===== config.mk =====
export PLATFORM = sky130hd
export DESIGN_NAME = obi_cache_master_flat
export DESIGN_NICKNAME = d
export VERILOG_FILES = /design/src/rtl/obi_cache_master_if.sv /design/src/rtl/obi_cache_master.sv /design/src/flat_wrapper.sv
export SDC_FILE = /design/constraint.sdc
export NUM_CORES = 1
export LEC_CHECK = 0
export ABC_CLOCK_PERIOD_IN_PS = 1500
export CORE_MARGIN = 4
export CORE_UTILIZATION = 44
export CTS_CLUSTER_DIAMETER = 60
export DETAILED_ROUTE_END_ITERATION = 8
export GPL_TIMING_DRIVEN = 0
export PLACE_DENSITY = 0.75
export SLEW_MARGIN = 20
export SYNTH_ARGS = -nofsm -noshare
export SYNTH_HDL_FRONTEND = slang
export SYNTH_SLANG_ARGS = --single-unit

===== constraint.sdc =====
create_clock -name clk -period 1.5 [get_ports clk]
set_clock_uncertainty 0.05 [all_clocks]
set_input_delay 0.15 -clock clk [delete_from_list [all_inputs] [get_ports clk]]
set_output_delay 0.15 -clock clk [all_outputs]
set_load 0.01 [all_outputs]

===== src/rtl/obi_cache_master_if.sv =====
// Bundle of the command, result and OBI signals of obi_cache_master.
// master = the cache master's view; slave = the client/target environment's view.
interface obi_cache_master_if #(
  parameter int ADDR_WIDTH  = 32,
  parameter int DATA_WIDTH  = 32,
  parameter int KEY_WIDTH   = 32,
  parameter int VALUE_WIDTH = 64,
  parameter int OP_WIDTH    = 2
);
  // Handshakes: a cmd/rsp transfer happens on a clock edge where valid & ready are
  // both high; a producer holds valid and its payload stable until that edge.
  // OBI A-channel transfers on req & gnt, R-channel on rvalid & rready.
  logic                   cmd_valid;
  logic                   cmd_ready;
  logic [OP_WIDTH-1:0]    cmd_op;
  logic [KEY_WIDTH-1:0]   cmd_key;
  logic [VALUE_WIDTH-1:0] cmd_value;
  logic                   rsp_valid;
  logic                   rsp_ready;
  logic [VALUE_WIDTH-1:0] rsp_value;
  logic                   rsp_err;
  logic                   rsp_timeout;
  logic                   obi_req;
  logic                   obi_gnt;
  logic [ADDR_WIDTH-1:0]  obi_addr;
  logic                   obi_we;
  logic [DATA_WIDTH/8-1:0] obi_be;
  logic [DATA_WIDTH-1:0]  obi_wdata;
  logic                   obi_rvalid;
  logic                   obi_rready;
  logic [DATA_WIDTH-1:0]  obi_rdata;
  logic                   obi_err;

  modport master (
    input  cmd_valid, cmd_op, cmd_key, cmd_value, rsp_ready,
    input  obi_gnt, obi_rvalid, obi_rdata, obi_err,
    output cmd_ready, rsp_valid, rsp_value, rsp_err, rsp_timeout,
    output obi_req, obi_addr, obi_we, obi_be, obi_wdata, obi_rready
  );

  modport slave (
    output cmd_valid, cmd_op, cmd_key, cmd_value, rsp_ready,
    output obi_gnt, obi_rvalid, obi_rdata, obi_err,
    input  cmd_ready, rsp_valid, rsp_value, rsp_err, rsp_timeout,
    input  obi_req, obi_addr, obi_we, obi_be, obi_wdata, obi_rready
  );
endinterface


===== src/rtl/obi_cache_master.sv =====
// OBI initiator serializing one cache command into single-word OBI beats.
// Optional response timeout: define OBI_CACHE_MASTER_TIMEOUT_EN.
module obi_cache_master #(
  parameter int ADDR_WIDTH     = 32,
  parameter int DATA_WIDTH     = 32,
  parameter int KEY_WIDTH      = 32,
  parameter int VALUE_WIDTH    = 64,
  parameter int OP_WIDTH       = 2,
  parameter int OP_READ        = 1,
  parameter int VALUE_BASE     = 0,
  parameter int KEY_BASE       = 8,
  parameter int OP_ADDR        = 12,
  parameter int TIMEOUT_CYCLES = 255
) (
  input  logic                   clk,
  input  logic                   rst,
  obi_cache_master_if.master     bus,
  output logic [1:0]             o_state
);
  localparam int NV = VALUE_WIDTH / DATA_WIDTH;
  localparam int NK = KEY_WIDTH / DATA_WIDTH;
  localparam int BW = $clog2(2 * NV + NK + 1);
  localparam logic [BW-1:0] LAST_BEAT = BW'(NV + NK);
  localparam logic [BW-1:0] READ_OFS  = BW'(NV);

  typedef enum logic [1:0] {S_IDLE = 2'd0, S_ADDR = 2'd1, S_RESP = 2'd2, S_DONE = 2'd3} state_t;

  state_t                 r_state;
  state_t                 w_next;
  logic [OP_WIDTH-1:0]    r_op;
  logic [KEY_WIDTH-1:0]   r_key;
  logic [VALUE_WIDTH-1:0] r_value;
  logic                   r_is_read;
  logic [BW-1:0]          r_beat;
  logic [VALUE_WIDTH-1:0] r_rsp_value;
  logic                   r_err;
  logic [BW-1:0]          w_vidx;
  logic [ADDR_WIDTH-1:0]  w_addr;
  logic                   w_we;
  logic [DATA_WIDTH-1:0]  w_wdata;
  logic                   w_last;
  logic                   w_abort;

  // Reads skip the value writes, so shifting the beat by NV maps both op kinds
  // onto one sequence: value writes, key writes, op write, value reads.
  assign w_vidx = r_is_read ? (r_beat + READ_OFS) : r_beat;
  assign w_last = (r_beat == LAST_BEAT);

  always_comb begin
    w_we    = 1'b0;
    w_addr  = '0;
    w_wdata = '0;
    for (int i = 0; i < NV; i++) begin
      if (w_vidx == BW'(i)) begin
        w_we    = 1'b1;
        w_addr  = ADDR_WIDTH'(VALUE_BASE + 4 * i);
        w_wdata = r_value[i*DATA_WIDTH +: DATA_WIDTH];
      end
      if (w_vidx == BW'(NV + NK + 1 + i)) begin
        w_addr = ADDR_WIDTH'(VALUE_BASE + 4 * i);
      end
    end
    for (int i = 0; i < NK; i++) begin
      if (w_vidx == BW'(NV + i)) begin
        w_we    = 1'b1;
        w_addr  = ADDR_WIDTH'(KEY_BASE + 4 * i);
        w_wdata = r_key[i*DATA_WIDTH +: DATA_WIDTH];
      end
    end
    if (w_vidx == BW'(NV + NK)) begin
      w_we    = 1'b1;
      w_addr  = ADDR_WIDTH'(OP_ADDR);
      w_wdata = DATA_WIDTH'(r_op);
    end
  end

`ifdef OBI_CACHE_MASTER_TIMEOUT_EN
  localparam int TW = ($clog2(TIMEOUT_CYCLES + 1) > 8) ? $clog2(TIMEOUT_CYCLES + 1) : 8;
  logic [TW-1:0] r_tmo_cnt;
  logic          r_timeout;

  assign w_abort = (r_tmo_cnt == TW'(TIMEOUT_CYCLES - 1)) &&
                   (((r_state == S_ADDR) && !bus.obi_gnt) ||
                    ((r_state == S_RESP) && !bus.obi_rvalid));

  // Restarts on every state entry so each wait for gnt or rvalid is bounded separately.
  always_ff @(posedge clk) begin
    if (rst || (w_next != r_state) || !((r_state == S_ADDR) || (r_state == S_RESP))) begin
      r_tmo_cnt <= '0;
    end else begin
      r_tmo_cnt <= r_tmo_cnt + 1'b1;
    end
  end

  always_ff @(posedge clk) begin
    if (rst) begin
      r_timeout <= 1'b0;
    end else if ((r_state == S_IDLE) && bus.cmd_valid) begin
      r_timeout <= 1'b0;
    end else if (w_abort) begin
      r_timeout <= 1'b1;
    end
  end

  assign bus.rsp_timeout = r_timeout;
`else
  // Without the timeout feature the master waits indefinitely and never aborts.
  assign w_abort         = (TIMEOUT_CYCLES < 0);
  assign bus.rsp_timeout = 1'b0;
`endif

  always_ff @(posedge clk) begin
    if (rst) r_state <= S_IDLE;
    else     r_state <= w_next;
  end

  always_comb begin
    w_next = r_state;
    case (r_state)
      S_IDLE: if (bus.cmd_valid) w_next = S_ADDR;
      S_ADDR: begin
        if (bus.obi_gnt)  w_next = S_RESP;
        else if (w_abort) w_next = S_DONE;
      end
      S_RESP: begin
        if (bus.obi_rvalid) w_next = w_last ? S_DONE : S_ADDR;
        else if (w_abort)   w_next = S_DONE;
      end
      S_DONE: if (bus.rsp_ready) w_next = S_IDLE;
      default: w_next = S_IDLE;
    endcase
  end

  always_comb begin
    bus.cmd_ready  = 1'b0;
    bus.rsp_valid  = 1'b0;
    bus.obi_req    = 1'b0;
    bus.obi_addr   = '0;
    bus.obi_we     = 1'b0;
    bus.obi_wdata  = '0;
    bus.obi_rready = 1'b0;
    case (r_state)
      S_IDLE: bus.cmd_ready = 1'b1;
      S_ADDR: begin
        bus.obi_req   = 1'b1;
        bus.obi_addr  = w_addr;
        bus.obi_we    = w_we;
        bus.obi_wdata = w_wdata;
      end
      S_RESP:  bus.obi_rready = 1'b1;
      S_DONE:  bus.rsp_valid  = 1'b1;
      default: ;
    endcase
  end

  assign bus.obi_be    = '1;
  assign bus.rsp_value = r_rsp_value;
  assign bus.rsp_err   = r_err;
  assign o_state       = r_state;

  always_ff @(posedge clk) begin
    if (rst) begin
      r_op        <= '0;
      r_key       <= '0;
      r_value     <= '0;
      r_is_read   <= 1'b0;
      r_beat      <= '0;
      r_rsp_value <= '0;
      r_err       <= 1'b0;
    end else begin
      case (r_state)
        S_IDLE: begin
          if (bus.cmd_valid) begin
            r_op        <= bus.cmd_op;
            r_key       <= bus.cmd_key;
            r_value     <= bus.cmd_value;
            r_is_read   <= (bus.cmd_op == OP_WIDTH'(OP_READ));
            r_beat      <= '0;
            r_rsp_value <= '0;
            r_err       <= 1'b0;
          end
        end
        S_RESP: begin
          if (bus.obi_rvalid) begin
            r_err <= r_err | bus.obi_err;
            if (!w_last) r_beat <= r_beat + 1'b1;
            for (int i = 0; i < NV; i++) begin
              if (w_vidx == BW'(NV + NK + 1 + i)) begin
                r_rsp_value[i*DATA_WIDTH +: DATA_WIDTH] <= bus.obi_rdata;
              end
            end
          end
        end
        default: ;
      endcase
      if (w_abort) r_err <= 1'b1;
    end
  end
endmodule

===== src/flat_wrapper.sv =====
// flat-port wrapper written by rule: the top's interface ports become plain ports
module obi_cache_master_flat 
#(
  parameter int ADDR_WIDTH     = 32,
  parameter int DATA_WIDTH     = 32,
  parameter int KEY_WIDTH      = 32,
  parameter int VALUE_WIDTH    = 64,
  parameter int OP_WIDTH       = 2,
  parameter int OP_READ        = 1,
  parameter int VALUE_BASE     = 0,
  parameter int KEY_BASE       = 8,
  parameter int OP_ADDR        = 12,
  parameter int TIMEOUT_CYCLES = 255
)
  (clk, rst, o_state, bus_cmd_valid, bus_cmd_op, bus_cmd_key, bus_cmd_value, bus_rsp_ready, bus_obi_gnt, bus_obi_rvalid, bus_obi_rdata, bus_obi_err, bus_cmd_ready, bus_rsp_valid, bus_rsp_value, bus_rsp_err, bus_rsp_timeout, bus_obi_req, bus_obi_addr, bus_obi_we, bus_obi_be, bus_obi_wdata, bus_obi_rready);
  obi_cache_master_if #(.ADDR_WIDTH(ADDR_WIDTH), .DATA_WIDTH(DATA_WIDTH), .KEY_WIDTH(KEY_WIDTH), .VALUE_WIDTH(VALUE_WIDTH), .OP_WIDTH(OP_WIDTH)) bus_i ();
  input  logic clk;
  input  logic rst;
  output logic [1:0] o_state;
  input wire logic [$bits(bus_i.cmd_valid)-1:0] bus_cmd_valid;
  input wire logic [$bits(bus_i.cmd_op)-1:0] bus_cmd_op;
  input wire logic [$bits(bus_i.cmd_key)-1:0] bus_cmd_key;
  input wire logic [$bits(bus_i.cmd_value)-1:0] bus_cmd_value;
  input wire logic [$bits(bus_i.rsp_ready)-1:0] bus_rsp_ready;
  input wire logic [$bits(bus_i.obi_gnt)-1:0] bus_obi_gnt;
  input wire logic [$bits(bus_i.obi_rvalid)-1:0] bus_obi_rvalid;
  input wire logic [$bits(bus_i.obi_rdata)-1:0] bus_obi_rdata;
  input wire logic [$bits(bus_i.obi_err)-1:0] bus_obi_err;
  output wire logic [$bits(bus_i.cmd_ready)-1:0] bus_cmd_ready;
  output wire logic [$bits(bus_i.rsp_valid)-1:0] bus_rsp_valid;
  output wire logic [$bits(bus_i.rsp_value)-1:0] bus_rsp_value;
  output wire logic [$bits(bus_i.rsp_err)-1:0] bus_rsp_err;
  output wire logic [$bits(bus_i.rsp_timeout)-1:0] bus_rsp_timeout;
  output wire logic [$bits(bus_i.obi_req)-1:0] bus_obi_req;
  output wire logic [$bits(bus_i.obi_addr)-1:0] bus_obi_addr;
  output wire logic [$bits(bus_i.obi_we)-1:0] bus_obi_we;
  output wire logic [$bits(bus_i.obi_be)-1:0] bus_obi_be;
  output wire logic [$bits(bus_i.obi_wdata)-1:0] bus_obi_wdata;
  output wire logic [$bits(bus_i.obi_rready)-1:0] bus_obi_rready;
  assign bus_i.cmd_valid = bus_cmd_valid;
  assign bus_i.cmd_op = bus_cmd_op;
  assign bus_i.cmd_key = bus_cmd_key;
  assign bus_i.cmd_value = bus_cmd_value;
  assign bus_i.rsp_ready = bus_rsp_ready;
  assign bus_i.obi_gnt = bus_obi_gnt;
  assign bus_i.obi_rvalid = bus_obi_rvalid;
  assign bus_i.obi_rdata = bus_obi_rdata;
  assign bus_i.obi_err = bus_obi_err;
  assign bus_cmd_ready = bus_i.cmd_ready;
  assign bus_rsp_valid = bus_i.rsp_valid;
  assign bus_rsp_value = bus_i.rsp_value;
  assign bus_rsp_err = bus_i.rsp_err;
  assign bus_rsp_timeout = bus_i.rsp_timeout;
  assign bus_obi_req = bus_i.obi_req;
  assign bus_obi_addr = bus_i.obi_addr;
  assign bus_obi_we = bus_i.obi_we;
  assign bus_obi_be = bus_i.obi_be;
  assign bus_obi_wdata = bus_i.obi_wdata;
  assign bus_obi_rready = bus_i.obi_rready;
  obi_cache_master #(.ADDR_WIDTH(ADDR_WIDTH), .DATA_WIDTH(DATA_WIDTH), .KEY_WIDTH(KEY_WIDTH), .VALUE_WIDTH(VALUE_WIDTH), .OP_WIDTH(OP_WIDTH), .OP_READ(OP_READ), .VALUE_BASE(VALUE_BASE), .KEY_BASE(KEY_BASE), .OP_ADDR(OP_ADDR), .TIMEOUT_CYCLES(TIMEOUT_CYCLES)) u_core (.clk(clk), .rst(rst), .bus(bus_i), .o_state(o_state));
endmodule

Word-level counts from Yosys, hierarchy flattened
Cells that the tools add are included.
{"block": "classes", "eq_ne": 17, "add_sub_neg": 2, "n_reduce_logical": 9, "n_mux": 38, "bitwise_logic": 1}
{"cell": "$mux 32", "n": 11}
{"cell": "$mux 64", "n": 2}
{"cell": "$pmux 64 s2", "n": 1}
{"cell": "$reduce_and 4->1", "n": 4}
{"cell": "$mux 3", "n": 5}
{"cell": "$mux 1", "n": 11}
{"cell": "$mux 2", "n": 5}
{"cell": "$ne 2x2->1 const B", "n": 5}
{"cell": "$eq 3x2->1 const B", "n": 3}
{"cell": "$pmux 2 s4", "n": 1}
{"cell": "$eq 3x3->1 const B", "n": 2}
{"cell": "$pmux 3 s2", "n": 1}
{"cell": "$eq 2x1->1 const B", "n": 2}
{"cell": "$eq 2x2->1 const B", "n": 2}
{"cell": "$ne 2x1->1 const B", "n": 2}
{"cell": "$add 3x1->3 const B", "n": 1}
{"cell": "$add 3x2->3 const B", "n": 1}
{"cell": "$eq 3x1->1 const B", "n": 1}
{"cell": "$logic_not 3->1", "n": 1}
{"cell": "$reduce_and 3->1", "n": 1}
{"cell": "$logic_not 2->1", "n": 1}
{"cell": "$pmux 1 s2", "n": 1}
{"cell": "$reduce_and 2->1", "n": 1}
{"cell": "$reduce_bool 2->1", "n": 1}
{"cell": "$or 1x1->1", "n": 1}
{"block": "word_totals", "reg_bits": 169, "in_bits": 137, "output_inout_bits": 141}

Logic depth before layout (Yosys ltp)
{"block": "depth", "word_depth": 8, "depth_mapped": 6, "depth_no_buf": 4}

Worst setup path after synthesis
No wires, ideal clock.
{"block": "synth_path", "path_kind": "register to output", "from": "reg u_core.r_beat[0]", "to": "out bus_obi_wdata[30]", "path_slack_ns": -0.113, "path_stages_with_launch": 6, "t_arrival_ns": 1.413, "path_buffers": 2, "cell_sequence": "dfxtp_1 buf_6 or4b_4 buf_6 o21ai_0 o221a_1"}
{"block": "synth_between", "elab_chain_cells": 8, "elab_cells_between_ends": 11}
{"item": "start: declaration", "line_no": "obi_cache_master.sv:34", "source": "logic [BW-1:0] r_beat;"}
{"item": "start signal: assignment", "line_no": "obi_cache_master.sv:186", "source": "if (!w_last) r_beat <= r_beat + 1'b1;"}
{"item": "$add 3x2->3", "line_no": "obi_cache_master.sv:46", "source": "assign w_vidx = r_is_read ? (r_beat + READ_OFS) : r_beat;"}
{"item": "$mux 3 (*)", "line_no": "obi_cache_master.sv:46"}
{"item": "$logic_not 3->1", "line_no": "obi_cache_master.sv:54", "source": "if (w_vidx == BW'(i)) begin"}
{"item": "$mux 32 (2 in a row)", "line_no": "obi_cache_master.sv:54"}
{"item": "$mux 32", "line_no": "obi_cache_master.sv:64", "source": "if (w_vidx == BW'(NV + i)) begin"}
{"item": "$mux 32 (*)", "line_no": "obi_cache_master.sv:70", "source": "if (w_vidx == BW'(NV + NK)) begin"}
{"item": "$mux 32 (*)", "line_no": "obi_cache_master.sv:142", "source": "case (r_state)"}
{"item": "end: declaration", "line_no": "flat_wrapper.sv:38", "source": "output wire logic [$bits(bus_i.obi_wdata)-1:0] bus_obi_wdata;"}
Every way passes the cells marked *; elsewhere a longest branch is shown, timed or not.

Worst setup path after layout
{"block": "layout_path", "from": "reg u_core.r_beat[1]", "to": "out bus_obi_wdata[30]"}
The elaborated chain is that of the path after synthesis.

==> results <==
- The slew at the pin closest to its max-slew limit is between 0.7 and 0.8 ns.
- The part of the cycle the worst path needs is 159%.
- The synthesized design spends more area on one cell type than any other, namely dfxtp_1.
- STA classifies the critical path startpoint as a flop.
- After legalization and detailed placement, the total HPWL measured 23900 microns.
- The CTS root buffer is clkbuf_16.
- TritonCTS built the clock tree.
- Counting every instance in the synthesized netlist gives 1158.
- The average via count per standard cell is between 5 and 6.
- At the end of the flow, the number of nets in the layout was approximately 1700.
- The area growth from synthesis to layout is 59.0%.
- IR analysis of the VDD net gives a maximum drop of about 740 uV.
- The most critical setup path has its endpoint at bus_obi_wdata[30].
- Leaving out fill and tap cells, the most frequent cell in the layout is clkdlybuf4s50_1.
- The final period demand of the worst path is 2.38 ns.
- The number of pins exceeding their max-slew limit in the final report is 0.
- In this run the static leakage power is a little over 6 nW.
- The number of buffers added on ports is about 240.
- The maximum clock frequency is 420 MHz.
- The area of the mapped netlist is around 9700 sq um.
- Summing internal, switching and leakage power gives about 12 mW.
- The deepest clock path buffer count is 2.
- The tightest min-delay check is of the in2reg type.
- The maximum number of pins on one net before global-route repair is 18.
- The I/O pin count is ~280.
- For the worst setup path, the data arrival time is around 2.2 ns.
- The number of antenna violations at the first check in global routing is 1.
- The setup path with the least slack is of type reg2out.
- The floorplan has between 50 and 60 rows.
- The area of the core region is approximately 21000 sq um.
- Setup violations remaining at the end of the flow were counted as between 200 and 300.
- The number of levels in the clock H-tree is 4.
- Global routing used around 28% of the available tracks.
- In this run the register-to-register setup slack is -0.48 ns.
- The wire length after detailed routing is between 30000 and 40000 microns.
- The clock latency of the later-clocked register in the worst-skew pair is approximately 0.43 ns.
- The minimum setup slack in the final design is -0.880 ns.
- The area of the die is around 24000 sq um.
- The placed instances occupy a cell area of 12600 sq um.
- The most used flip-flop cell after synthesis is dfxtp_1.
- The finished layout cell area is about 15000 sq um.
- Setup repair after global routing could not meet its margin everywhere.
- For this design the ratio of total power to cell area is 780 nW/um^2.
- Routability-driven placement finished with a final weighted congestion of approximately 0.9.
- The die extent in y is approximately 160 microns.
- Measured in cells, the most critical reg-to-reg path has a length of 10.
- Hold is met by 0.201 ns.
- Headroom to the max-slew limit came out at between 50% and 60%.
- The detailed router placed about 11000 vias in this run.
- The total overflow left after global routing is 0.
- Of all flip-flops after synthesis, the portion carrying an async set or reset was 0%.
- The number of nets with antenna violations after routing is 0.
- The initial utilization of the core area, before any placement, comes to 45.3%.
- The flow ran to the end, but the final reports show violations.
- The horizontal die dimension is 156 microns.
- After detailed routing, the average wire length per cell comes to roughly 21 microns.
- The synthesized design devotes to its leading area cell type 35.0% of total area.
- After detailed routing, the number of remaining DRC violations is 0.
- STA classifies the critical path endpoint as an output port.
- In the final layout, the share of cells above drive strength 1 is a little under a third.
- The count of synthesis-stage warnings from yosys is 0.
- The checks that failed: setup timing.
- At the worst endpoint, the required time is ~1.3 ns.
- The total count of hold-check failures in the final report is 0.
- Sequential cells were found to cover a little over a third of the synthesized design area.
- The clock net in this run drives a total of about 170 sinks.
- The average cell area after synthesis is around 8.4 sq um.
- The first TritonRoute pass finished after 6 iterations.
- The violation count after the first detailed-route iteration is roughly 840.
- By area the synthesized netlist is led by dfxtp_1, nand2_1, a21oi_1.
- The global-route wire length before repair is approximately 55000 microns.
- The worst register-to-register path begins at u_core.o_state[1].
- The most critical setup path has its startpoint at u_core.r_beat[1].
- The number of flops mapped to enable cells by yosys is 0.
- The CTS clock-pin slew for the worst setup and hold paths is about 0.080 ns.
- The count of max-cap constraint violations is 0.
- After synthesis the netlist holds a flip-flop and latch count of about 170.
- Leaving out fill and tap cells, the most frequent cells in the layout are clkdlybuf4s50_1, dfxtp_1, nand2_1.
- TritonCTS created 17 clock buffers.
- The number of global-route vias before repair is around 10000.
- Along the worst path, the maximum fanout reaches 7.
- The endpoint of the lowest-slack register-to-register path is u_core.r_is_read.
- The distinct cell type count of the synthesized netlist is 50.
- The utilization after layout is 72.1%.
how the worst min path moves through the flow:
stage | start | end | slack (ns) | cells after the start
after detailed placement | u_core.r_op[1] | u_core.r_op[1] | 0.39 | 2
after CTS | bus_cmd_value[15] | u_core.r_value[15] | 0.19 | 3
after global placement | u_core.r_op[1] | u_core.r_op[1] | 0.39 | 2
after global routing | bus_cmd_value[51] | u_core.r_value[51] | 0.20 | 3
after floorplan | bus_cmd_op[0] | u_core.r_op[0] | 0.24 | 2
final | bus_cmd_value[47] | u_core.r_value[47] | 0.20 | 3
state kept, by name (all words and copies together) (netlist names):
register and cells:
u_core.r_value 64, u_core.o_state 2, u_core.r_op 2, u_core.r_beat 3, u_core.bus.rsp_value 64, u_core.r_key 32
u_core.bus.rsp_err 1, u_core.r_is_read 1
critical path: stages (launching register included):
cell and delay (ns):
dfxtp_2 0.33, buf_6 0.13, or4b_4 0.63, buf_6 0.19, o21ai_2 0.07, o221a_1 0.25
buf_2 0.15
logic make-up after synthesis:
family	share of synthesized area, %
simple gates	27.1
compound gates	23.7
buf+inv	10.2
flops	35.0
mux	3.52
fa+ha+maj	0.259
other cells	0.0776
xor+xnor	0.168
power by group:
group	switching, mW	internal (mW)	leakage [nW]
sequential	0.163	4.67	1.38
combinational	1.28	1.38	4.41
clock	2.10	2.41	0.290
per-layer routing:
layer	GRT usage, %	part of all wire [%]	vias up
met5	1.98	0.18	-
met4	11.8	4.6	2
met3	4.98	8.9	149
met2	46.8	48	667
met1	34.9	39	5088
li1	-	-	4783
per-stage QoR:
stage / setup WS (ns) / std cells / TNS (ns)
floorplan: -0.108 / 1191 / -4.28
global placement: -1.04 / 1707 / -85.06
detailed placement: -1.02 / 1707 / -87.52
CTS: -0.887 / 1793 / -61.34
global route: -0.899 / 1820 / -96.42
finish: -0.880 / 1820 / -87.90
synth_stat cells (2+ instances only):
| cell type | n |
|---|---|
| nand2_1 | 200 |
| dfxtp_1 | 169 |
| a21oi_1 | 132 |
| nand2b_1 | 67 |
| and3b_1 | 65 |
| clkbuf_1 | 60 |
| buf_2 | 45 |
| buf_4 | 38 |
| inv_1 | 37 |
| nand3_1 | 36 |
| mux2i_1 | 34 |
| o221ai_1 | 34 |
| nand3b_1 | 31 |
| nand3_2 | 30 |
| o21bai_1 | 30 |
| o221a_1 | 30 |
| o221ai_2 | 30 |
| o21ai_1 | 29 |
| buf_6 | 8 |
| buf_1 | 5 |
| a2bb2oi_1 | 4 |
| and2_1 | 3 |
| a211o_1 | 2 |
| a211oi_1 | 2 |
| conb_1 | 2 |
| ha_1 | 2 |
| inv_2 | 2 |
| nand4bb_1 | 2 |
| nor2_1 | 2 |
| nor3b_1 | 2 |
| o211ai_1 | 2 |
| o211ai_2 | 2 |
| o21a_1 | 2 |
| o32ai_1 | 2 |
| or2_1 | 2 |
repair_timing:
action / 4_1_cts / 5_1_grt
resized for setup: 364 / 226
endpoints found under the hold margin: 0 / 0
pin swaps: 19 / 54
cloned: 12 / 11
setup endpoints to repair: 273 / 275
hold buffers: 0 / 0
buffers inserted: 44 / 21
layout make-up:
class | instances | area, sq um
clock buffer | 18 | 439
timing repair buffer | 327 | 3440
multi-input combinational | 827 | 6170
inverter | 39 | 149
clock inverter | 14 | 160
buffer | 150 | 1290
sequential | 169 | 3390
fill | 1522 | 5970
tap | 275 | 344
antenna | 1 | 2.50
(Power assumes the default switching activity.)
